--- config.mk ---
export PLATFORM = sky130hd
export DESIGN_NAME = lsu_mem_ctrl_flat
export DESIGN_NICKNAME = d
export VERILOG_FILES = /design/src/rtl/lsu_mem_if.sv /design/src/rtl/lsu_mem_ctrl.sv /design/src/flat_wrapper.sv
export SDC_FILE = /design/constraint.sdc
export NUM_CORES = 1
export LEC_CHECK = 0
export BUFFER_PORTS_ARGS = -buffer_cell sky130_fd_sc_hd__clkbuf_2
export CORE_UTILIZATION = 35
export DETAILED_ROUTE_END_ITERATION = 8
export GPL_ROUTABILITY_DRIVEN = 1
export GPL_TIMING_DRIVEN = 0
export REMOVE_ABC_BUFFERS = 1
export SYNTH_ARGS = -nofsm -noshare
export SYNTH_HDL_FRONTEND = slang
export SYNTH_SLANG_ARGS = --single-unit
--- constraint.sdc ---
create_clock -name clk -period 3.5 [get_ports clk]
set_input_delay 0.7 -clock clk [delete_from_list [all_inputs] [get_ports clk]]
set_output_delay 0.7 -clock clk [all_outputs]
set_load 0.01 [all_outputs]
--- src/rtl/lsu_mem_if.sv ---
// lsu_mem_if: request/memory/response bundle for lsu_mem_ctrl; slave = controller side, master = requester plus memory side
interface lsu_mem_if #(parameter int ADDR_W = 32);
  logic req_valid;
  logic req_ready;
  logic [5:0] req_op;
  logic [ADDR_W-1:0] req_addr;
  logic [31:0] req_wdata;
  logic [31:0] req_rt_old;
  logic mem_en;
  logic [3:0] mem_we;
  logic [ADDR_W-3:0] mem_addr;
  logic [31:0] mem_wdata;
  logic [31:0] mem_rdata;
  logic mem_ack;
  logic rsp_valid;
  logic [31:0] rsp_data;
  logic rsp_err;
  logic rsp_timeout;
  modport slave (
    input req_valid, req_op, req_addr, req_wdata, req_rt_old, mem_rdata, mem_ack,
    output req_ready, mem_en, mem_we, mem_addr, mem_wdata, rsp_valid, rsp_data, rsp_err, rsp_timeout
  );
  modport master (
    output req_valid, req_op, req_addr, req_wdata, req_rt_old, mem_rdata, mem_ack,
    input req_ready, mem_en, mem_we, mem_addr, mem_wdata, rsp_valid, rsp_data, rsp_err, rsp_timeout
  );
endinterface

--- src/rtl/lsu_mem_ctrl.sv ---
// lsu_mem_ctrl: MIPS MEM-stage load/store sequencer; ports clk, rst_n (sync active-low), bus (lsu_mem_if.slave: req/mem/rsp); define LSU_UNALIGNED_EN to enable LWL/LWR
module lsu_mem_ctrl #(
  parameter int ADDR_W = 32,
  parameter int TIMEOUT = 255,
  parameter bit BIG_ENDIAN = 1'b0
) (
  input logic clk,
  input logic rst_n,
  lsu_mem_if.slave bus
);
  localparam int CW = $clog2(TIMEOUT + 1);
  localparam logic [CW-1:0] TMAX = CW'(TIMEOUT);
  typedef enum logic [1:0] {IDLE, WAIT, RESP} state_t;
  state_t state, state_n;
  logic [5:0] op;
  logic [1:0] lane_i, lane_c;
  logic [CW-1:0] cnt;
  logic [3:0] we_i, we_r;
  logic [ADDR_W-3:0] maddr_r;
  logic [31:0] wd_i, wd_r, data_r, ld, ld_ua;
  logic [7:0] b;
  logic [15:0] h;
  logic legal_i, err_i, err_r, to_r, accept, timeout;
  assign lane_i = bus.req_addr[1:0] ^ {2{BIG_ENDIAN}};
`ifdef LSU_UNALIGNED_EN
  assign legal_i = bus.req_op inside {6'h20, 6'h21, 6'h22, 6'h23, 6'h24, 6'h25, 6'h26, 6'h28, 6'h29, 6'h2B};
`else
  assign legal_i = bus.req_op inside {6'h20, 6'h21, 6'h23, 6'h24, 6'h25, 6'h28, 6'h29, 6'h2B};
`endif
  assign err_i = !legal_i
    || ((bus.req_op inside {6'h21, 6'h25, 6'h29}) && bus.req_addr[0])
    || ((bus.req_op inside {6'h23, 6'h2B}) && bus.req_addr[1:0] != 2'b00);
  assign we_i = bus.req_op == 6'h28 ? 4'b0001 << lane_i
              : bus.req_op == 6'h29 ? (lane_i[1] ? 4'b1100 : 4'b0011)
              : bus.req_op == 6'h2B ? 4'b1111 : 4'b0000;
  assign wd_i = bus.req_op == 6'h28 ? {4{bus.req_wdata[7:0]}}
              : bus.req_op == 6'h29 ? {2{bus.req_wdata[15:0]}} : bus.req_wdata;
  assign b = bus.mem_rdata[{lane_c, 3'b000} +: 8];
  assign h = bus.mem_rdata[{lane_c[1], 4'b0000} +: 16];
`ifdef LSU_UNALIGNED_EN
  logic [31:0] rt_old, rd;
  assign rd = bus.mem_rdata;
  assign ld_ua = op == 6'h22 ? (lane_c == 2'd0 ? {rd[7:0], rt_old[23:0]}
                              : lane_c == 2'd1 ? {rd[15:0], rt_old[15:0]}
                              : lane_c == 2'd2 ? {rd[23:0], rt_old[7:0]} : rd)
               : op == 6'h26 ? (lane_c == 2'd0 ? rd
                              : lane_c == 2'd1 ? {rt_old[31:24], rd[31:8]}
                              : lane_c == 2'd2 ? {rt_old[31:16], rd[31:16]} : {rt_old[31:8], rd[31:24]})
               : 32'h0;
  always_ff @(posedge clk)
    rt_old <= !rst_n ? 32'h0 : accept ? bus.req_rt_old : rt_old;
`else
  assign ld_ua = 32'h0;
`endif
  assign ld = op == 6'h20 ? {{24{b[7]}}, b}
            : op == 6'h24 ? {24'h0, b}
            : op == 6'h21 ? {{16{h[15]}}, h}
            : op == 6'h25 ? {16'h0, h}
            : op == 6'h23 ? bus.mem_rdata : ld_ua;
  always_ff @(posedge clk)
    state <= !rst_n ? IDLE : state_n;
  always_comb begin
    accept = state == IDLE && bus.req_valid;
    timeout = state == WAIT && !bus.mem_ack && cnt == TMAX;
    state_n = state == IDLE ? (bus.req_valid ? (err_i ? RESP : WAIT) : IDLE)
            : state == WAIT ? ((bus.mem_ack || cnt == TMAX) ? RESP : WAIT) : IDLE;
    bus.req_ready = state == IDLE;
    bus.mem_en = state == WAIT;
    bus.rsp_valid = state == RESP;
  end
  always_ff @(posedge clk)
    if (!rst_n) begin
      op <= 6'h0;
      lane_c <= 2'h0;
      cnt <= '0;
      we_r <= 4'h0;
      maddr_r <= '0;
      wd_r <= 32'h0;
      data_r <= 32'h0;
      err_r <= 1'b0;
      to_r <= 1'b0;
    end else if (accept) begin
      op <= bus.req_op;
      lane_c <= lane_i;
      cnt <= '0;
      we_r <= err_i ? 4'h0 : we_i;
      maddr_r <= bus.req_addr[ADDR_W-1:2];
      wd_r <= wd_i;
      data_r <= 32'h0;
      err_r <= err_i;
      to_r <= 1'b0;
    end else if (state == WAIT) begin
      cnt <= cnt + 1'b1;
      data_r <= bus.mem_ack ? ld : 32'h0;
      to_r <= timeout;
    end
  assign bus.mem_we = we_r;
  assign bus.mem_addr = maddr_r;
  assign bus.mem_wdata = wd_r;
  assign bus.rsp_data = data_r;
  assign bus.rsp_err = err_r;
  assign bus.rsp_timeout = to_r;
endmodule

--- src/flat_wrapper.sv ---
// flat-port wrapper written by rule: the top's interface ports become plain ports
module lsu_mem_ctrl_flat 
#(
  parameter int ADDR_W = 32,
  parameter int TIMEOUT = 255,
  parameter bit BIG_ENDIAN = 1'b0
)
  (clk, rst_n, bus_req_valid, bus_req_op, bus_req_addr, bus_req_wdata, bus_req_rt_old, bus_mem_rdata, bus_mem_ack, bus_req_ready, bus_mem_en, bus_mem_we, bus_mem_addr, bus_mem_wdata, bus_rsp_valid, bus_rsp_data, bus_rsp_err, bus_rsp_timeout);
  lsu_mem_if #(.ADDR_W(ADDR_W)) bus_i ();
  input logic clk;
  input logic rst_n;
  input wire logic [$bits(bus_i.req_valid)-1:0] bus_req_valid;
  input wire logic [$bits(bus_i.req_op)-1:0] bus_req_op;
  input wire logic [$bits(bus_i.req_addr)-1:0] bus_req_addr;
  input wire logic [$bits(bus_i.req_wdata)-1:0] bus_req_wdata;
  input wire logic [$bits(bus_i.req_rt_old)-1:0] bus_req_rt_old;
  input wire logic [$bits(bus_i.mem_rdata)-1:0] bus_mem_rdata;
  input wire logic [$bits(bus_i.mem_ack)-1:0] bus_mem_ack;
  output wire logic [$bits(bus_i.req_ready)-1:0] bus_req_ready;
  output wire logic [$bits(bus_i.mem_en)-1:0] bus_mem_en;
  output wire logic [$bits(bus_i.mem_we)-1:0] bus_mem_we;
  output wire logic [$bits(bus_i.mem_addr)-1:0] bus_mem_addr;
  output wire logic [$bits(bus_i.mem_wdata)-1:0] bus_mem_wdata;
  output wire logic [$bits(bus_i.rsp_valid)-1:0] bus_rsp_valid;
  output wire logic [$bits(bus_i.rsp_data)-1:0] bus_rsp_data;
  output wire logic [$bits(bus_i.rsp_err)-1:0] bus_rsp_err;
  output wire logic [$bits(bus_i.rsp_timeout)-1:0] bus_rsp_timeout;
  assign bus_i.req_valid = bus_req_valid;
  assign bus_i.req_op = bus_req_op;
  assign bus_i.req_addr = bus_req_addr;
  assign bus_i.req_wdata = bus_req_wdata;
  assign bus_i.req_rt_old = bus_req_rt_old;
  assign bus_i.mem_rdata = bus_mem_rdata;
  assign bus_i.mem_ack = bus_mem_ack;
  assign bus_req_ready = bus_i.req_ready;
  assign bus_mem_en = bus_i.mem_en;
  assign bus_mem_we = bus_i.mem_we;
  assign bus_mem_addr = bus_i.mem_addr;
  assign bus_mem_wdata = bus_i.mem_wdata;
  assign bus_rsp_valid = bus_i.rsp_valid;
  assign bus_rsp_data = bus_i.rsp_data;
  assign bus_rsp_err = bus_i.rsp_err;
  assign bus_rsp_timeout = bus_i.rsp_timeout;
  lsu_mem_ctrl #(.ADDR_W(ADDR_W), .TIMEOUT(TIMEOUT), .BIG_ENDIAN(BIG_ENDIAN)) u_core (.clk(clk), .rst_n(rst_n), .bus(bus_i));
endmodule
==> summary.md <==
| Metric | Value |
|---|---|
| Detail Route Antenna Nets | 0 |
| Power share of the combinational group | 0.098 |
| CP Launch Type | input pin |
| Max IR drop VDD | 0.0003636 V |
| Worst R2R Path Depth | 5 |
| # IOs | 241 |
| Initial DRC count | 266 |
| R2R Path End | u_core.bus.mem_we[1]$_SDFFE_PN0P_ |
| Psw | 853.9 uW |
| Post-synthesis area per instance | 8.703 sq um |
| Starting Density | 0.3621 |
| Reg-to-reg startpoint | u_core.state[0]$_SDFF_PN0_ |
| Synth-to-Final Area Change | 34.88% |
| DRC viols | 0 |
| WHS Path Cells | 2 |
| Critical Path Fanout Max | 49 |
| Initial antenna violation count | 0 |
| Clock power frac | 0.521 |
| Postcts setup bufs | 0 |
| Async SR Flop Fraction | 0 |
| Post-synthesis cell count | 582 |
| Worst Path Arrival | 2.72 ns |
| Post-synth top area share | 0.4664 |
| Overall routed net length | 15,770 um |
| Die H | 122.3 um |
| Setup ws final | 1.108 ns |
| Post-Place Cell Area | 6170 sq um |
| Util after Layout | 0.4884 |
| M1 WL | 6659 um |
| Setup crit end kind | register |
| Clk_lat worst skew | 0.41 ns |
| First-pass GRT wire length | 24,720 um |
| First-pass detailed-route iteration total | 5 |
| Max-Cap Viols | 0 |
| Reg clk slew, reported paths | 0.05 ns |
| CTS tree | built |
| Pwr Total | 3.773 mW |
| DR vias | 5,036 |
| Min-Delay Endpoint | u_core.bus.rsp_data[13]$_SDFFE_PP0P_ |
| Final Cycle Share | 0.6835 |
| Sw Share | 0.2263 |
| Clock net sink count | 118 |
| Drt via density | 5.251 |
| Highest Signal Layer | met4 |
| Port-buffer cells | 208 |
| R2r setup slk | 1.33 ns |
| CTS buffer count | 17 |
| Internal | 2.919 mW |
| DR WL met3 | 1519 um |
| Flop pwr share | 0.382 |
| Hold_ws | 0.4522 ns |
| Max-slew headroom | 0.3062 |
| Status | complete, no violations |
| Finished Cell Area | 6832 sq um |
| CTS resizes | 0 |
| Largest net degree at the start of global routing | 50 |
| Wire per inst | 16.44 um |
| Max Clock Skew | 0.005826 ns |
| Synth Warn # | 0 |
| Core Region | 13,990 sq um |
| Most common cell after layout, fill and taps aside | clkbuf_2 |
| Vias in the first global route | 4,952 |
| Layout cell share with drive strength beyond 1 | 0.3235 |
| Final setup vio count | 0 |
| Static Leak | 3.200 nW |
| Pwr per Cell Area | 552.2 nW/um^2 |
| Synth cell types | 50 |
| Worst EP required | 3.83 ns |
| Area of the mapped netlist | 5065 sq um |
| Die X | 122.3 um |
| Nets | 906 |
| Hold path start | u_core.bus.rsp_data[13]$_SDFFE_PP0P_ |
| HP Class | register to register |
| Cell accounting for the most synthesized area | dfxtp_1 |
| Wire length on met2 | 7442 um |
| Most frequent cells in the layout | clkbuf_2, dfxtp_1, nand2_1 |
| Unrepaired setup endpoints after global routing | false |
| CTS H-Tree Depth | 4 |
| TNS Setup | 0 ns |
| F_max | 0.4180 GHz |
| N_diodes | 0 |
| Final Non-Filler Cells | 959 |
| DIE AREA | 14,960 sq um |
| EDFF count, synth | 0 |
| Slew Viols, Final | 0 |
| Final hold vios | 0 |
| Root Buffer | clkbuf_16 |
| Ys flop type | dfxtp_1 |
| Post-placement cell count | 928 |
| Slew @ Worst Pin | 1.014 ns |
| Seq/Total Area, Yosys | 0.4664 |
| Clock buffer depth | 2 |
| Post-synthesis register bit count | 118 |
| Hold_buf cts | 0 |
| CP Class | input pin to register |
| Pre-CTS setup slack | 0.6918 ns |
| Congestion Overflow GR | 0 |
| Total GRT Usage | 0.2138 |
| FP Rows | 43 |
| Ranking of synthesized cells by area | dfxtp_1, nand2_1, a21oi_1, mux2i_1, a221o_1 |
| HPWL after DPL | 11,350 um |
| Placer Congestion | 0.8615 |
| Post-layout min period | 2.392 ns |
-- synthesized netlist by cell type, types with 2 or more instances --
library cell  instances
and3b_1               2
a221o_1              23
dfxtp_1             118
buf_1                 3
xor2_1                5
clkbuf_1             31
buf_2                 6
a21oi_1              66
o21ai_1               9
inv_1                 5
a221oi_1              8
o2111ai_1             2
nand4_1               2
o21ai_0              40
o21a_1                2
and3_1               11
xnor2_1               2
o2bb2ai_1             7
nand2_1             115
nor2_1               12
nor2b_1               3
buf_6                 2
and2_1                5
a21o_1               17
nand2b_1              4
nand3_1              24
nor3_1                3
mux2i_1              32
a211oi_1              2
-- layer usage --
metal / vias to the layer above / track usage
met4: 0 / 0.06631
met5: - / 0
met3: 12 / 0.08597
met1: 2366 / 0.2531
li1: 2456 / -
met2: 202 / 0.3522
-- power groups by stage --
stage / clock [mW] / combinational [mW] / sequential, mW
5_1_grt: 2.06 / 0.409 / 1.45
4_1_cts: 2.00 / 0.370 / 1.44
3_5_place_dp: 0 / 0.370 / 1.47
6_report: 1.96 / 0.369 / 1.44
3_3_place_gp: 0 / 0.357 / 1.46
2_1_floorplan: 0 / 0.154 / 1.49
-- cell families (layout without fill, tap and decap cells) --
kind of cell | Yosys count | in the layout | synth area share
flops | 118 | 118 | 0.4664
xor+xnor | 7 | 7 | 0.01210
simple gates | 191 | 191 | 0.1737
mux | 33 | 33 | 0.06769
buf+inv | 50 | 247 | 0.04447
fa+ha+maj | 1 | 1 | 0.002470
compound gates | 182 | 182 | 0.2332
-- registers in the layout, indices dropped and copies added, names as in the netlist --
signal                  cells
u_core.bus.mem_we           4
u_core.lane_c               2
u_core.bus.rsp_timeout      1
u_core.bus.rsp_err          1
u_core.cnt                  8
u_core.bus.rsp_data        32
u_core.state                2
u_core.bus.mem_wdata       32
u_core.bus.mem_addr        30
u_core.op                   6
-- how the worst max path moves through the flow --
stage	startpoint	to	slack [ns]	cells past startpoint
floorplan	bus_req_valid	u_core.bus.mem_wdata[31]$_SDFFE_PN0P_	0.85	3
CTS	rst_n	u_core.bus.mem_we[1]$_SDFFE_PN0P_	1.09	5
global placement	bus_req_valid	u_core.bus.mem_wdata[31]$_SDFFE_PN0P_	-0.23	4
detailed placement	rst_n	u_core.bus.mem_we[2]$_SDFFE_PN0P_	0.69	5
finish	rst_n	u_core.bus.mem_we[1]$_SDFFE_PN0P_	1.11	5
global route	rst_n	u_core.bus.mem_we[1]$_SDFFE_PN0P_	0.87	5
-- worst max-delay path, cell delays in order --
cell and delay (ns):
clkbuf_2 0.59, inv_2 0.57, a211oi_1 0.44, o2111ai_1 0.20, o21ai_0 0.20
-- layout make-up --
class,count,area (sq um)
Clock buffer,22,464.2
Tap cell,180,225.2
Sequential cell,118,2362
Inverter,6,22.52
Clock inverter,9,197.7
Multi-Input combinational cell,414,2479
Timing Repair Buffer,210,1081
Fill cell,1392,7157
Note: power is estimated with default switching activity, not from simulation.
